`src/rtl/count_sequencer.sv`:
```
// Request/ack start sequencer: programmable start delay, then a bounded up-count held in DONE until acknowledged.
// Optional abort support is enabled with the COUNT_SEQ_ABORT_EN macro.
module count_sequencer #(
    parameter int unsigned CNT_W = 4,
    parameter int unsigned DLY_W = 4
) (
    input  logic             clk,
    input  logic             reset,
    input  logic             req,
    input  logic [DLY_W-1:0] delay_cfg,
    input  logic [CNT_W-1:0] limit_cfg,
    input  logic             done_ack,
    output logic             ack,
    output logic             busy,
    output logic             done,
    output logic [CNT_W-1:0] count
`ifdef COUNT_SEQ_ABORT_EN
    ,
    input  logic             abort,
    output logic             aborted
`endif
);

    typedef enum logic [1:0] {
        IDLE,
        DELAY,
        COUNT,
        DONE
    } state_t;

    state_t           state;
    logic [DLY_W-1:0] dly;
    logic [CNT_W-1:0] lim;
    logic             abort_req;

`ifdef COUNT_SEQ_ABORT_EN
    assign abort_req = abort;
`else
    assign abort_req = 1'b0;
`endif

    always_ff @(posedge clk or posedge reset) begin
        if (reset) begin
            state <= IDLE;
            dly   <= '0;
            lim   <= '0;
            count <= '0;
            ack   <= 1'b0;
            busy  <= 1'b0;
            done  <= 1'b0;
`ifdef COUNT_SEQ_ABORT_EN
            aborted <= 1'b0;
`endif
        end else begin
            ack <= 1'b0;
`ifdef COUNT_SEQ_ABORT_EN
            aborted <= 1'b0;
`endif
            case (state)
                IDLE: begin
                    if (req) begin
                        dly   <= delay_cfg;
                        lim   <= limit_cfg;
                        count <= '0;
                        ack   <= 1'b1;
                        busy  <= 1'b1;
                        state <= (delay_cfg != '0) ? DELAY : COUNT;
                    end
                end
                DELAY: begin
                    // abort wins over the DELAY->COUNT transition
                    if (abort_req) begin
                        state <= IDLE;
                        busy  <= 1'b0;
`ifdef COUNT_SEQ_ABORT_EN
                        aborted <= 1'b1;
`endif
                    end else begin
                        dly <= dly - 1'b1;
                        if (dly == DLY_W'(1)) state <= COUNT;
                    end
                end
                COUNT: begin
                    if (abort_req) begin
                        state <= IDLE;
                        busy  <= 1'b0;
`ifdef COUNT_SEQ_ABORT_EN
                        aborted <= 1'b1;
`endif
                    end else if (count < lim) begin
                        count <= count + 1'b1;
                    end else begin
                        state <= DONE;
                        busy  <= 1'b0;
                        done  <= 1'b1;
                    end
                end
                DONE: begin
                    if (done_ack) begin
                        state <= IDLE;
                        done  <= 1'b0;
                    end
                end
                default: state <= IDLE;
            endcase
        end
    end

endmodule
```
`config.mk`:
```
export PLATFORM = sky130hd
export DESIGN_NAME = count_sequencer
export DESIGN_NICKNAME = d
export VERILOG_FILES = /design/src/rtl/count_sequencer.sv
export SDC_FILE = /design/constraint.sdc
export NUM_CORES = 1
export LEC_CHECK = 0
export CAP_MARGIN = 0
export CORE_MARGIN = 8
export CORE_UTILIZATION = 35
export CTS_BUF_LIST = sky130_fd_sc_hd__clkbuf_4 sky130_fd_sc_hd__clkbuf_8
export DETAILED_ROUTE_END_ITERATION = 8
export GPL_ROUTABILITY_DRIVEN = 0
export PLACE_DENSITY_LB_ADDON = 0.25
export SKIP_LAST_GASP = 1
export SLEW_MARGIN = 20
export SYNTH_ARGS = -nofsm -noshare
export SYNTH_HDL_FRONTEND = slang
export SYNTH_SLANG_ARGS = --single-unit
export TNS_END_PERCENT = 1
```
`constraint.sdc`:
```
create_clock -name clk -period 4 [get_ports clk]
set_input_delay 0.8 -clock clk [delete_from_list [all_inputs] [get_ports clk]]
set_output_delay 0.8 -clock clk [all_outputs]
set_load 0.02 [all_outputs]
```
==> impl_metrics.yaml, run 1 <==
pwr:
  combinationalPowerShare: 0.564
  switching_share: 0.444
  ir_drop_v: 0.000397
  fin_total_pwr_uw: 924
  p_switching_uw: 411
  power.internal_uw: 513
  seq_power_share: 0.335
  leakage_uw: 0.000564
  clock_power_share: 0.101
  power_density_nw_per_um2: 731
finish:
  syn_to_final_growth_pct: 22.1
  drive_gt1_frac: 0.0781
  design_area_um2: 1260
  diodes: 0
  nNetsFinal: 151
sta:
  worst_clock_skew_ns: 0.00403
  finalCriticalPeriod_ns: 2.30
  rsz0062_at_grt: "false"
  finalSetupTns_ns: 0
  setup_viol: 0
  hold_violations: 0
  relSlewSlack: 0.552
  setup_ws_ns: 1.70
  max_freq_mhz: 435
  tightest_slew_ns: 0.671
  fin_crit_sh: 0.574
  drv_slew: 0
synthesis:
  synthArstFlopShare: 1.00
  netlist.area_leader.share: 0.411
  synth_largest_area_cell: "dfrtp_1"
  ys_seq_area_frac: 0.411
  syn_inst: 110
  synth_edf_count: 0
  ys_ff_latch: 17
  syn_area_per_cell_um2: 9.41
  synth_flop_cell: "dfrtp_1"
  yosysUniqueCellTypes: 31
  synth_fp_nets: 132
  yosys-top-cells-area: "dfrtp_1, ha_1, o21ai_0"
  syn_area_um2: 1030
  synth_warnings: 0
floorplan:
  fp.dieH_um: 70.4
  start_util: 0.372
  die-area_um2: 4950
  row_count: 19
  core-area_um2: 2780
  io_pins: 19
  die_x_um: 70.4
clocking:
  htree_num_levels: 1
  clockBufferDepth: 2
  cts_sinks: 17
  cts_tree: "built"
  cts.repair.resized: 0
  path_clk_slew_ns: 0.11
  clkLatencyLatePin_ns: 0.29
  cts_hold_buf: 0
  cts_root_buf: "clkbuf_4"
  postCtsSetupBuffers: 0
  cts_buffers: 3
hold_path:
  min-delay-start: "lim[0]"
  hold_depth: 1
  hp-class: "reg2reg"
  hold_path_end: "lim[0]"
route:
  routed_wl_mm: 2.30
  wl_per_cell_um: 14.5
  final_antenna_net_count: 0
  drt_first_pass_iters: 4
  vias: 870
  drt_iter0_markers: 27
  viasPerCell: 5.47
  drc: 0
placed_design:
  place_ws_ns: 1.41
  post-dp-hpwl_mm: 1.74
  placed_cell_area_um2: 1240
  portBuffers: 18
grt:
  grt_pass1_wl_mm: 3.84
  grt_max_degree: 18
  grt_pass1_vias: 846
  gr-total-overflow: 0
  antenna_found_initial: 0
  grt_usage: 0.0926
worst_setup_path:
  cp_top_family: "simple AND/OR/NAND/NOR gates"
  worstPathCellList: "clkdlybuf4s50_1, nand2b_1, o21ai_0, and2_1, a311o_1"
  cp_max_fo: 15
  worst_path_max_delay_cell: "clkdlybuf4s50_1"
  path_class: "in2reg"
  critical_path.endpoint_type: "register"
  worstPathRequired_ns: 4.19
  r2r_slack_ns: 1.86
  r2r_cells: 6
  worst_setup_path_start_kind: "input port"
  crit_arrival_ns: 2.48
  r2r-end: "count[2]"
  r2r_start: "state[0]"
  crit_buf_inv: 1
  critical-path-max-stage-delay_ns: 0.47
status:
  status: "finished, final reports clean"
job:
  cap_violations: 0
==> cell usage after synthesis, types with 3 or more instances <==
cell,number
nor3_1,3
a21oi_1,7
nand3_1,8
ha_1,10
dfrtp_1,17
nor2_1,3
o21ai_0,9
nand2_1,10
o22ai_1,3
mux2i_1,3
inv_1,11
==> area by class of cell <==
type | instances | area, µm²
clock buffer | 3 | 22.5
inverter | 11 | 41.3
clock inverter | 1 | 5.00
timing repair buffer | 18 | 180
multi-input combinational | 78 | 551
sequential | 17 | 425
tap | 31 | 38.8
fill | 269 | 1520
==> registers in the layout, summed over array words and instances, names as in the netlist <==
register,count
count,4
dly,4
ack,1
lim,4
done,1
state,2
busy,1
==> through the flow <==
step	std cells	util	hold slack, ns
5_1_grt	159	0.454	0.570
2_1_floorplan	110	-	0.469
3_3_place_gp	155	0.444	0.487
6_report	159	0.454	0.529
3_5_place_dp	155	0.444	0.517
4_1_cts	159	0.454	0.542
==> power groups by stage <==
stage	logic (µW)	registers (µW)	clock network, µW
after floorplan	361	325	0
after global placement	506	311	0
after detailed placement	523	314	0
after CTS	526	310	95.7
after global routing	583	322	105
final	521	309	93.6
==> logic make-up (layout without fill, tap and decap cells) <==
family | after synthesis | count (layout) | synth area share
buffers and inverters | 15 | 33 | 0.0568
muxes | 5 | 5 | 0.0508
DFF | 17 | 17 | 0.411
adders and majority gates | 10 | 10 | 0.121
AOI/OAI and AO/OA | 33 | 33 | 0.215
and+or+nand+nor | 30 | 30 | 0.145
==> placed cells by master (no fill, tap or decap) <==
cell type	count
nor4_1	1
o21ai_0	9
o211a_1	1
o211ai_2	1
mux2_2	2
nand2_1	10
nand2b_1	1
o32ai_1	1
ha_1	10
a22o_1	1
o211ai_1	2
clkdlybuf4s50_1	18
and2_1	1
inv_1	11
a31oi_1	1
o22ai_1	3
o21a_1	2
nor3b_2	1
a211o_1	1
mux2i_1	3
o21ai_2	1
a21oi_1	7
dfrtp_1	17
a221o_2	1
clkbuf_4	3
nand3b_1	2
clkinv_2	1
nor2_1	3
o22a_1	1
nor3_1	3
a311o_1	1
nand3_1	8
==> routing by layer <==
layer | vias to the layer above | GRT usage | wire length [µm]
met3 | 4 | 0.0367 | 145
met4 | 0 | 0.0201 | 22
met1 | 411 | 0.112 | 1050
met5 | - | 0 | 0
met2 | 23 | 0.150 | 1090
li1 | 432 | - | -
==> worst reg2reg max path, cell delays in order, from the launching register on <==
cell and delay, ns:
dfrtp_1 0.40, inv_1 0.09, ha_1 0.33, nand2b_1 0.43, o21ai_0 0.30, and2_1 0.23
a311o_1 0.26
==> how the worst max path moves through the flow <==
stage                  start  depth (start not counted)  slack [ns]  endpoint
floorplan           count[2]                          5        2.17      done
global placement         req                          5        1.45  count[2]
detailed placement       req                          5        1.41  count[2]
CTS                      req                          5        1.71  count[2]
global route             req                          5        1.56  count[2]
finish                   req                          5        1.70  count[2]
No activity file was read; power rests on OpenSTA's default activity.
==> run 2: changes to the inputs <==
- clock period: 4 -> 2.2 ns (I/O delays scaled with it)
==> run 2 against run 1 <==
Against the previous run:
- worst setup slack got worse by 1.4 ns
- non-clock buffer count up 3
- clock skew shrank 0.0027 ns
- largest cell class unchanged
==> impl_metrics.yaml, run 2 (synthesized netlist as in run 1, its figures left out) <==
status:
  status: "finished, final reports clean"
sta:
  rsz0062_at_grt: "false"
  max_freq_mhz: 529
  hold_violations: 0
  worst_clock_skew_ns: 0.00137
  relSlewSlack: 0.543
  holdWs_ns: 0.534
  drv_slew: 0
  fin_crit_sh: 0.859
  finalCriticalPeriod_ns: 1.89
  tightest_slew_ns: 0.685
  setup_viol: 0
  finalSetupTns_ns: 0
placed_design:
  portBuffers: 18
  placed_cell_area_um2: 1260
  post-dp-hpwl_mm: 1.71
pwr:
  ir_drop_v: 0.000854
  power_density_nw_per_um2: 1320
  leakage_uw: 0.000578
clocking:
  path_clk_slew_ns: 0.11
  htree_num_levels: 1
  clkLatencyLatePin_ns: 0.29
  cts_hold_buf: 0
  cts_sinks: 17
  cts_buffers: 3
  clockBufferDepth: 2
  cts.repair.resized: 0
  cts_tree: "built"
  postCtsSetupBuffers: 0
  cts_root_buf: "clkbuf_4"
finish:
  syn_to_final_growth_pct: 24.3
  top_regs: "count x4, dly x4, lim x4"
  nNetsFinal: 154
  design_area_um2: 1290
  layout_commonest_cell: "clkdlybuf4s50_1"
  diodes: 0
  drive_gt1_frac: 0.0992
  final_cell_mix: "clkdlybuf4s50_1, dfrtp_1, inv_1"
grt:
  gr-total-overflow: 0
  grt_pass1_vias: 884
  antenna_found_initial: 0
  grt_pass1_wl_mm: 3.91
  grt_usage: 0.0933
  grt_max_degree: 18
route:
  drt_iter0_markers: 50
  final_antenna_net_count: 0
  drc: 0
  drt_first_pass_iters: 4
  routed_wl_mm: 2.22
  wl_per_cell_um: 13.7
  viasPerCell: 5.40
  vias: 875
floorplan:
  die_x_um: 70.4
  start_util: 0.372
  row_count: 19
  die-area_um2: 4950
  core-area_um2: 2780
  fp.dieH_um: 70.4
  io_pins: 19
hold_path:
  hp-class: "reg2reg"
worst_setup_path:
  critical_path.endpoint_type: "register"
  crit_arrival_ns: 2.08
  cp_max_fo: 9
  path_class: "reg2reg"
  worst_setup_path_start_kind: "register"
  worstPathRequired_ns: 2.39
job:
  cap_violations: 0
[run 2: area by class of cell]
class,count,area [µm²]
clock buffer,3,22.5
clock inverter,1,5.00
fill,290,1500
inverter,11,41.3
multi-input combinational,78,551
sequential,17,425
tap,31,38.8
timing repair buffer,21,203
[run 2: routing by layer]
metal	GRT usage	part of all wire	vias up
li1	-	-	433
met1	0.111	0.48	421
met2	0.152	0.46	19
met3	0.0424	0.053	2
met4	0.0134	0.0058	0
met5	0	0	-
[run 2: power by group]
part | internal, µW | switching [µW]
Sequential | 448 | 112
Combinational | 438 | 525
Clock | 67.6 | 105
[run 2: stage by stage]
stage | setup slack (ns) | power, µW | std cells | util
final | 0.311 | 1690 | 162 | 0.462
after global routing | 0.220 | 1860 | 162 | 0.462
after CTS | 0.310 | 1720 | 162 | 0.462
after detailed placement | 0.275 | 1530 | 158 | 0.453
after global placement | 0.275 | 1510 | 158 | 0.453
after floorplan | 0.368 | 1250 | 110 | -
[run 2: final timing paths]
| kind | from | endpoint | slack [ns] | cells after the start |
|---|---|---|---|---|
| min in group asynchronous | reset | ack | 0.54 | 2 |
| worst min-delay path | lim[0] | lim[0] | 0.53 | 1 |
| worst max-delay path | count[3] | done | 0.31 | 5 |
| max in group asynchronous | reset | count[0] | 1.22 | 2 |
| worst min register to register | lim[0] | lim[0] | 0.53 | 1 |
| worst max register to register | count[3] | done | 0.31 | 5 |
[run 2: critical path: stages (launching register included)]
cell and delay (ns):
dfrtp_1 0.44, ha_1 0.33, o211ai_2 0.11, o21ai_2 0.36, mux2_2 0.38, a22o_1 0.17
==> run 3: changes to the inputs <==
- CORE_MARGIN: 8 -> 2
- GPL_ROUTABILITY_DRIVEN: 0 -> 1
==> run 3 against run 2 <==
Against the previous run:
- flip-flop and latch count unchanged
- clock-buffer cell count unchanged
- worst setup slack better by 0.0015 ns
- power down 0.12%
- clock skew up 0.012 ns
- sequential power about the same
- die area down 31%
- wire length down 1.4%
- utilization down 0.27 points
- sequential share of layout area up 0.19 points
==> impl_metrics.yaml, run 3 (synthesized netlist as in run 1, its figures left out) <==
placed_design:
  globalplace.congestion: 0.768
  portBuffers: 18
  place_ws_ns: 0.314
  post-dp-hpwl_mm: 1.59
sta:
  worst_clock_skew_ns: 0.0131
  relSlewSlack: 0.563
  max_freq_mhz: 530
  drv_slew: 0
  setup_ws_ns: 0.312
  rsz0062_at_grt: "false"
  hold_violations: 0
  fin_crit_sh: 0.858
  tightest_slew_ns: 0.655
  finalCriticalPeriod_ns: 1.89
  finalSetupTns_ns: 0
  setup_viol: 0
worst_setup_path:
  critical_path.endpoint_type: "primary output"
  worst_setup_path_start_kind: "register"
  crit_arrival_ns: 1.45
  worstPathRequired_ns: 1.76
  worstPathCellList: "clkdlybuf4s50_1"
  path_class: "reg2out"
  cp_top_family: "buffers and inverters"
  crit_buf_inv: 1
  cp_max_fo: 7
  worst_path_max_delay_cell: "clkdlybuf4s50_1"
  critical-path-max-stage-delay_ns: 0.65
route:
  routed_wl_mm: 2.19
  drc: 0
  viasPerCell: 5.46
  wl_per_cell_um: 13.6
  drt_iter0_markers: 39
  drt_first_pass_iters: 4
  final_antenna_net_count: 0
  vias: 879
pwr:
  ir_drop_v: 0.000699
  leakage_uw: 0.000574
  power_density_nw_per_um2: 1320
clocking:
  cts_tree: "built"
  cts_hold_buf: 0
  cts_buffers: 3
  cts_root_buf: "clkbuf_4"
  postCtsSetupBuffers: 0
  path_clk_slew_ns: 0.12
  cts.repair.resized: 0
  clockBufferDepth: 2
  cts_sinks: 17
  clkLatencyLatePin_ns: 0.30
  htree_num_levels: 1
status:
  status: "finished, final reports clean"
floorplan:
  io_pins: 19
  core-area_um2: 2780
  die-area_um2: 3410
  row_count: 19
  start_util: 0.372
  die_x_um: 58.4
  fp.dieH_um: 58.4
finish:
  nNetsFinal: 153
  layout_commonest_cell: "clkdlybuf4s50_1"
  diodes: 0
  fillers: 272
  final_cell_mix: "clkdlybuf4s50_1, dfrtp_1, inv_1"
  top_regs: "count x4, dly x4, lim x4"
  drive_gt1_frac: 0.0923
  syn_to_final_growth_pct: 23.6
job:
  cap_violations: 0
grt:
  grt_usage: 0.141
  grt_max_degree: 18
  gr-total-overflow: 0
  grt_pass1_wl_mm: 3.62
  antenna_found_initial: 0
  grt_pass1_vias: 786
hold_path:
  hp-class: "in2async"
==> run 3: final timing paths <==
| path | from | end | slack (ns) | cells past startpoint |
|---|---|---|---|---|
| worst min register to register | lim[0] | lim[0] | 0.53 | 1 |
| worst max register to register | count[3] | done | 0.32 | 5 |
| min in group clk | lim[0] | lim[0] | 0.53 | 1 |
| worst min-delay path | reset | ack | 0.51 | 2 |
| max in group asynchronous | reset | state[1] | 1.26 | 2 |
| worst max-delay path | count[0] | count[0] | 0.31 | 1 |
==> run 3: power breakdown <==
group          switching, µW  internal (µW)
Sequential               111            448
Clock                    111           67.7
Combinational            524            431
==> run 3: final cells by class <==
type,instances,area [µm²],area share
multi-input cells,78,551,0.431
flip-flops and latches,17,425,0.333
repair buffers,20,195,0.153
inverters,11,41.3,0.0323
well taps,31,38.8,0.0303
clock buffers,3,22.5,0.0176
clock inverters,1,5.00,0.00391
==> run 3: through the flow <==
stage | utilization | total power, µW | cell area [µm²] | hold slack (ns) | instances
2_1_floorplan | - | 1250 | 1030 | 0.366 | 110
3_3_place_gp | 0.450 | 1500 | 1250 | 0.494 | 157
3_5_place_dp | 0.450 | 1530 | 1250 | 0.517 | 157
4_1_cts | 0.460 | 1710 | 1280 | 0.544 | 161
5_1_grt | 0.460 | 1850 | 1280 | 0.559 | 161
6_report | 0.460 | 1690 | 1280 | 0.513 | 161
==> run 3: per-layer routing <==
| layer | track usage | part of all wire |
|---|---|---|
| met1 | 0.191 | 0.47 |
| met2 | 0.223 | 0.46 |
| met3 | 0.0418 | 0.063 |
| met4 | 0.0299 | 0.0055 |
| met5 | 0 | 0 |
